===== src/rtl/reg_lib_pkg.sv =====
// rtl/reg_lib_pkg.sv - shared state encoding and counter-width helper for the register library
//
// Contents:
//   state_e   : transmit sequencer states (2'd3 is unused and recovers to IDLE)
//   cnt_width : counter width for a modulus n, never narrower than one bit
package reg_lib_pkg;

    typedef enum logic [1:0] {
        ST_IDLE  = 2'd0,
        ST_SHIFT = 2'd1,
        ST_DONE  = 2'd2
    } state_e;

    // max(1, clog2(n)) so that a modulus of 1 still gets a legal 1-bit counter
    function automatic int cnt_width(input int n);
        return (n <= 2) ? 1 : $clog2(n);
    endfunction

endpackage


===== src/rtl/shift_reg_en.sv =====
// rtl/shift_reg_en.sv - N-bit right-shift register with parallel load, shift enable and clear
//
// Ports:
//   clk       in  1  rising-edge clock
//   rst       in  1  asynchronous active-high reset (register to 0)
//   clr       in  1  synchronous clear, highest priority
//   load      in  1  parallel load of load_data
//   shift     in  1  shift right by one, zero fill at the MSB
//   load_data in  N  parallel load value
//   q         out N  register contents
// With none of clr/load/shift asserted the register holds its value.
module shift_reg_en #(
    parameter int N = 4
) (
    input  logic         clk,
    input  logic         rst,
    input  logic         clr,
    input  logic         load,
    input  logic         shift,
    input  logic [N-1:0] load_data,
    output logic [N-1:0] q
);

    logic [N-1:0] q_d;
    logic [N-1:0] q_q;

    always_comb begin
        q_d = q_q;
        if (clr) begin
            q_d = '0;
        end else if (load) begin
            q_d = load_data;
        end else if (shift) begin
            q_d = {1'b0, q_q[N-1:1]};
        end
    end

    always_ff @(posedge clk or posedge rst) begin
        if (rst) begin
            q_q <= '0;
        end else begin
            q_q <= q_d;
        end
    end

    assign q = q_q;

endmodule


===== src/rtl/piso_tx_sequencer.sv =====
// rtl/piso_tx_sequencer.sv - parallel-in/serial-out transmit sequencer with hold divider and abort
//
// Parameters:
//   N   word width in bits (N >= 2)
//   DIV clock cycles each serial bit is held (DIV >= 1)
// Ports:
//   clk      in  1  rising-edge clock
//   reset    in  1  asynchronous active-high reset
//   in_valid in  1  word offered on in_data
//   in_ready out 1  sequencer can accept a word (IDLE only)
//   in_data  in  N  word to transmit, sampled on the handshake cycle
//   abort    in  1  synchronous abort, honoured only while shifting
//   so       out 1  serial data, LSB first, 0 when not shifting
//   so_valid out 1  so carries a frame bit
//   busy     out 1  frame in progress (SHIFT and DONE)
//   done     out 1  one-cycle pulse after the last bit period
module piso_tx_sequencer
    import reg_lib_pkg::*;
#(
    parameter int N   = 4,
    parameter int DIV = 1
) (
    input  logic         clk,
    input  logic         reset,
    input  logic         in_valid,
    output logic         in_ready,
    input  logic [N-1:0] in_data,
    input  logic         abort,
    output logic         so,
    output logic         so_valid,
    output logic         busy,
    output logic         done
);

    localparam int BW = cnt_width(N);
    localparam int DW = cnt_width(DIV);
    localparam logic [BW-1:0] BIT_LAST = BW'(N - 1);
    localparam logic [DW-1:0] DIV_LAST = DW'(DIV - 1);

    state_e          state_d;
    state_e          state_q;
    logic [BW-1:0]   bit_cnt_d;
    logic [BW-1:0]   bit_cnt_q;
    logic [DW-1:0]   div_cnt_d;
    logic [DW-1:0]   div_cnt_q;
    logic            sreg_clr;
    logic            sreg_load;
    logic            sreg_shift;
    logic            bit_end;
    logic [N-1:0]    sreg;

    shift_reg_en #(
        .N(N)
    ) u_sreg (
        .clk       (clk),
        .rst       (reset),
        .clr       (sreg_clr),
        .load      (sreg_load),
        .shift     (sreg_shift),
        .load_data (in_data),
        .q         (sreg)
    );

    always_comb begin
        state_d    = state_q;
        bit_cnt_d  = bit_cnt_q;
        div_cnt_d  = div_cnt_q;
        sreg_clr   = 1'b0;
        sreg_load  = 1'b0;
        sreg_shift = 1'b0;
        // With DIV=1 DIV_LAST is 0 and div_cnt never leaves 0, so every
        // SHIFT cycle is a bit boundary.
        bit_end    = (div_cnt_q == DIV_LAST);

        case (state_q)
            ST_IDLE: begin
                if (in_valid) begin
                    state_d   = ST_SHIFT;
                    sreg_load = 1'b1;
                    bit_cnt_d = '0;
                    div_cnt_d = '0;
                end
            end
            ST_SHIFT: begin
                // abort takes priority over a last-bit wrap in the same cycle
                if (abort) begin
                    state_d   = ST_IDLE;
                    sreg_clr  = 1'b1;
                    bit_cnt_d = '0;
                    div_cnt_d = '0;
                end else if (bit_end) begin
                    div_cnt_d = '0;
                    if (bit_cnt_q == BIT_LAST) begin
                        state_d = ST_DONE;
                    end else begin
                        sreg_shift = 1'b1;
                        bit_cnt_d  = bit_cnt_q + 1'b1;
                    end
                end else begin
                    div_cnt_d = div_cnt_q + 1'b1;
                end
            end
            ST_DONE: begin
                state_d = ST_IDLE;
            end
            default: begin
                state_d   = ST_IDLE;
                sreg_clr  = 1'b1;
                bit_cnt_d = '0;
                div_cnt_d = '0;
            end
        endcase
    end

    always_ff @(posedge clk or posedge reset) begin
        if (reset) begin
            state_q   <= ST_IDLE;
            bit_cnt_q <= '0;
            div_cnt_q <= '0;
        end else begin
            state_q   <= state_d;
            bit_cnt_q <= bit_cnt_d;
            div_cnt_q <= div_cnt_d;
        end
    end

    // All outputs are decodes of registered state and register contents only.
    assign in_ready = (state_q == ST_IDLE);
    assign so_valid = (state_q == ST_SHIFT);
    assign so       = (state_q == ST_SHIFT) && sreg[0];
    assign busy     = (state_q == ST_SHIFT) || (state_q == ST_DONE);
    assign done     = (state_q == ST_DONE);

endmodule


===== config.mk =====
export PLATFORM = sky130hd
export DESIGN_NAME = piso_tx_sequencer
export DESIGN_NICKNAME = d
export VERILOG_FILES = /design/src/rtl/reg_lib_pkg.sv /design/src/rtl/shift_reg_en.sv /design/src/rtl/piso_tx_sequencer.sv
export SDC_FILE = /design/constraint.sdc
export NUM_CORES = 1
export LEC_CHECK = 0
export CORE_AREA = 3 3 40 42
export DETAILED_ROUTE_END_ITERATION = 6
export DIE_AREA = 0 0 43 45
export GPL_TIMING_DRIVEN = 0
export SETUP_SLACK_MARGIN = 0.3
export SLEW_MARGIN = 20
export SYNTH_ARGS = -nofsm -noshare
export SYNTH_HDL_FRONTEND = slang
export SYNTH_HIERARCHICAL = 1
export SYNTH_SLANG_ARGS = --single-unit

===== constraint.sdc =====
create_clock -name clk -period 2.6 [get_ports clk]
set_input_delay 0.39 -clock clk [delete_from_list [all_inputs] [get_ports clk]]
set_output_delay 0.39 -clock clk [all_outputs]
set_load 0.005 [all_outputs]

After elaboration in Yosys (flattened, before gate mapping)
Cells that the tools add are included.
{"block": "totals", "register_bits": 9}
{"block": "classes", "addsub": 2, "n_eq_ne": 7, "muxes": 25, "n_bitwise": 1, "n_reduce_logical": 8}
{"op": "2-bit 2-to-1 mux", "n": 8}
{"op": "4-bit 2-to-1 mux", "n": 3}
{"op": "1-bit 2-to-1 mux", "n": 10}
{"op": "3-bit inequality test, second input constant", "n": 2}
{"op": "2-bit case mux with 3 select lines", "n": 1}
{"op": "2-bit == test, second input constant", "n": 2}
{"op": "2-bit case mux with 2 select lines", "n": 1}
{"op": "4-bit AND reduction", "n": 1}
{"op": "3-bit by 2-bit inequality test with 1-bit output, second input constant", "n": 1}
{"op": "1-bit case mux with 3 select lines", "n": 1}
{"op": "3-bit AND reduction", "n": 1}
{"op": "3-bit nonzero test", "n": 1}
{"op": "2-bit by 1-bit adder with 2-bit output, second input constant", "n": 1}
{"op": "2-bit by 1-bit == test with 1-bit output, second input constant", "n": 1}
{"op": "2-bit logical NOT", "n": 1}
{"op": "2-bit inequality test, second input constant", "n": 1}
{"op": "1-bit case mux with 2 select lines", "n": 1}
{"op": "2-bit AND reduction", "n": 1}
{"op": "2-bit OR reduction", "n": 1}
{"op": "1-bit adder, second input constant", "n": 1}
{"op": "1-bit logical AND", "n": 1}
{"op": "1-bit logical OR", "n": 1}
{"op": "1-bit inverter", "n": 1}

Logic depth before layout (Yosys ltp)
{"block": "depth", "word_depth": 8, "depth_mapped": 6}

By module
The synthesis kept the hierarchy.
{"mod": "piso_tx_sequencer", "instances": 1, "cells_per_inst": 30, "area_per_inst_um2": 284.0, "seq_area_each_um2": 100.1}
{"mod": "shift_reg_en", "instances": 1, "cells_per_inst": 18, "area_per_inst_um2": 196.4, "seq_area_each_um2": 100.1}

Worst setup path before layout
Ideal clock, no wire load.
{"block": "synth_path", "kind": "register -> register", "start": "register state_q[1]", "end": "register u_sreg.q_q[0] (netlist: u_sreg/q[0])", "arrival_time_ps": 1509, "t_required_ps": 2456, "path_slack_ps": 947, "path_stages_with_launch": 7, "synth_period_minus_slack_ps": 1653, "path_cell_list": "dfrtp_1 -> inv_1 -> ha_1 -> or3b_4 -> inv_1 -> mux2i_1 -> a211oi_1"}
{"element": "from (decl)", "line": "piso_tx_sequencer.sv:41", "rtl": "state_e state_q;"}
{"element": "from (signal assigned)", "line": "piso_tx_sequencer.sv:121", "rtl": "state_q <= state_d;"}
{"element": "2-bit by 1-bit == test with 1-bit output"}
{"element": "named net so_valid", "line": "piso_tx_sequencer.sv:30", "rtl": "output logic so_valid,"}
{"element": "1-bit 2-to-1 mux", "line": "piso_tx_sequencer.sv:75", "rtl": "case (state_q)"}
{"element": "named net sreg_shift", "line": "piso_tx_sequencer.sv:48", "rtl": "logic sreg_shift;"}
{"element": "3-bit nonzero test (no source line)"}
{"element": "to (signal assigned)", "line": "shift_reg_en.sv:42", "rtl": "q_q <= q_d;"}
{"element": "to (decl)", "line": "shift_reg_en.sv:25", "rtl": "logic [N-1:0] q_q;"}
The timed path passes the listed nets, and every way through them passes these cells.
A chain may end at the register's enable or synchronous reset.

Worst setup path after layout
{"block": "layout_path", "start": "register state_q[1]", "end": "output so"}
{"block": "layout_via", "elab_chain_len": 2}
{"element": "2-bit by 1-bit == test with 1-bit output", "line": "piso_tx_sequencer.sv:130", "rtl": "assign so = (state_q == ST_SHIFT) && sreg[0];"}
{"element": "1-bit logical AND", "line": "piso_tx_sequencer.sv:130"}
{"element": "to (decl)", "line": "piso_tx_sequencer.sv:29", "rtl": "output logic so,"}
No other way between the ends.

==> metrics <==
Die ar.=0.00194 mm^2; CP max stage delay=0.49 ns; Distinct cells, synth=19; critical path arrival=1.66 ns; layout cells sized above 1=11.1%; DR WL/cell=12.7 um; synth top area cells=dfrtp_1 42%, ha_1 10%, mux2i_1 6.3%, inv_1 5.5%, nor2b_1 5.2%; post-route cell area=642 um^2; IO Port Bufs=12; largest family of logic cells by synthesized area=simple AND/OR/NAND/NOR gates; CTS tree=built; crit path kind=reg2out; WP data required=2.21 ns; Simple-Gate Fraction of Synth Area=19.5%; reg2reg setup slack=0.76 ns; largest net degree at the start of global routing=8; Critical Path Fanout Max=7; clock tree sinks=8; total congestion overflow=0; worst path cell trace=inv_1 -> ha_1 -> and2_2 -> clkdlybuf4s50_1; Worst path top cell family by delay=buffers and inverters; CTS Hold Buffers Added=0; row count=13; synthesized area=480 um^2; Core Region=0.00128 mm^2; clk_skew=0.00374 ns; Async S/R FF share, synth=100%; Inserted Clock Buffers=3; I/O pin cnt=13; Post-DP HPWL=793 um; Die Height=45 um; Tot GR Track Use=12.1%; RSZ-0062 raised after global routing=no; top cells by count, synth=8 x dfrtp_1, 7 x inv_1, 4 x a21oi_1, 4 x ha_1, 4 x nor2b_1; CTS clk-pin slew, worst paths=0.06 ns; gpl congestion=0.669; vias per inst=4.91; leak pwr=0.000297 uW; Final min period=2.05 ns; drt first pass iters=1; endpoint type of the worst setup path=primary output; Post-synth EDFFs=0; Hold Path Class=in2async; total wire length=989 um; flops & latches, synth=8; vias=383; status=finished, final reports clean; Post-CTS Setup Bufs=0; Root Driver=clkbuf_4; Slew Limit Fails=0; R2R cell count=6; die width=43 um; most common cell in the netlist=dfrtp_1; WP depth=4; Cell Pwr Density=877 mW/mm^2; area leader, netlist=dfrtp_1; Final period util=79.0%; Mapped Nets=60; Synth Area in Compound Gates=14.3%; clock latency on the worst-skew pair=0.25 ns; Setup Viol. Count Final=0; Mapped Cells=48; clock buffer depth=2; NumNets Final=77; Max H-tree Level=1; setup TNS=0 ns; WP buf/inv=2; initial antenna violation count=0; area grow syn2layout=33.6%; mux share of post-synthesis cell area=8.59%; worst-margin pin slew=0.530 ns; final hold vios=0; XOR/XNOR share of the synthesized area=0%; maximum VDD drop=348 uV; Most used DFF post-synth=dfrtp_1; post-synth top area share=41.7%; DRC Markers=0; CP Launch Type=register; Initial Util=37.4%; placed cell area=619 um^2; average cell area after synthesis=10.0 um^2; YS warnings=6; adder-cell share of the synthesized area=10.4%; Slowest-stage cell, CP=clkdlybuf4s50_1; Max Cap Violations=0; first-pass GRT wire length=1720 um; ant diodes=0; vias in the first global route=418; drt initial violations=0; post-CTS resize count=0; fmax=487 MHz; Slew headroom=64.3%; share of the yosys chip area belonging to registers=41.7%; Antenna Nets Post-Route=0
## path summary, 6_finish.rpt
path | endpoint | start
setup / recovery | so | state_q[1]
hold / removal | bit_cnt_q[0] | reset
setup reg to reg | u_sreg/q[1] | state_q[1]
hold reg to reg | bit_cnt_q[1] | bit_cnt_q[1]
max in group asynchronous | u_sreg/q[0] | reset
min in group clk | bit_cnt_q[1] | bit_cnt_q[1]
## through the flow
stage,hold WS (ns),power [uW],util (%),instances,setup WS [ns]
after floorplan,0.156,366,-,48,0.947
after global placement,0.496,470,48.2,75,0.692
after detailed placement,0.497,474,48.2,75,0.661
after CTS,0.353,571,50.0,78,0.529
after global routing,0.355,620,50.0,78,0.431
final,0.347,563,50.0,78,0.546
## registers in the layout, indices dropped and copies added, names as in the netlist
| signal | cells |
|---|---|
| u_sreg/q | 4 |
| bit_cnt_q | 2 |
| state_q | 2 |
## per-layer routing
layer  track usage, %  part of all wire [%]  vias up
li1                 -                     -      193
met1             13.8                    47      177
met2             19.8                    44       11
met3             2.79                   5.9        2
met4             9.04                   2.4        0
met5                0                     0        -
## final cells by class
cell class / instances / area (um^2)
inverters: 7 / 26.3
flip-flops and latches: 8 / 200
fillers: 127 / 643
repair buffers: 12 / 120
multi-input cells: 33 / 254
clock buffers: 3 / 22.5
well taps: 15 / 18.8
## cell families (layout without fill, tap and decap cells)
kind of cell    after synthesis  count (layout)
buf+inv                       7              22
mux                           4               4
simple gates                 15              15
flops                         8               8
fa+ha+maj                     4               4
compound gates               10              10
## cell usage in the layout, fill, tap and decap left out, types with 2 or more instances in the layout
| cell | count |
|---|---|
| clkdlybuf4s50_1 | 12 |
| dfrtp_1 | 8 |
| inv_1 | 7 |
| a21oi_1 | 4 |
| nor2b_1 | 4 |
| ha_1 | 4 |
| nor2_1 | 3 |
| clkbuf_4 | 3 |
| mux2i_1 | 3 |
| a211oi_1 | 3 |
| nand2_1 | 2 |
## power by group
| part | switching [uW] | internal (uW) | leakage [uW] |
|---|---|---|---|
| combinational | 130 | 151 | 0.000177 |
| sequential | 23.1 | 166 | 0.000106 |
| clock | 40.2 | 52.7 | 0.0000138 |
| total | 193 | 370 | 0.000297 |
No activity file was read; power rests on OpenSTA's default activity.
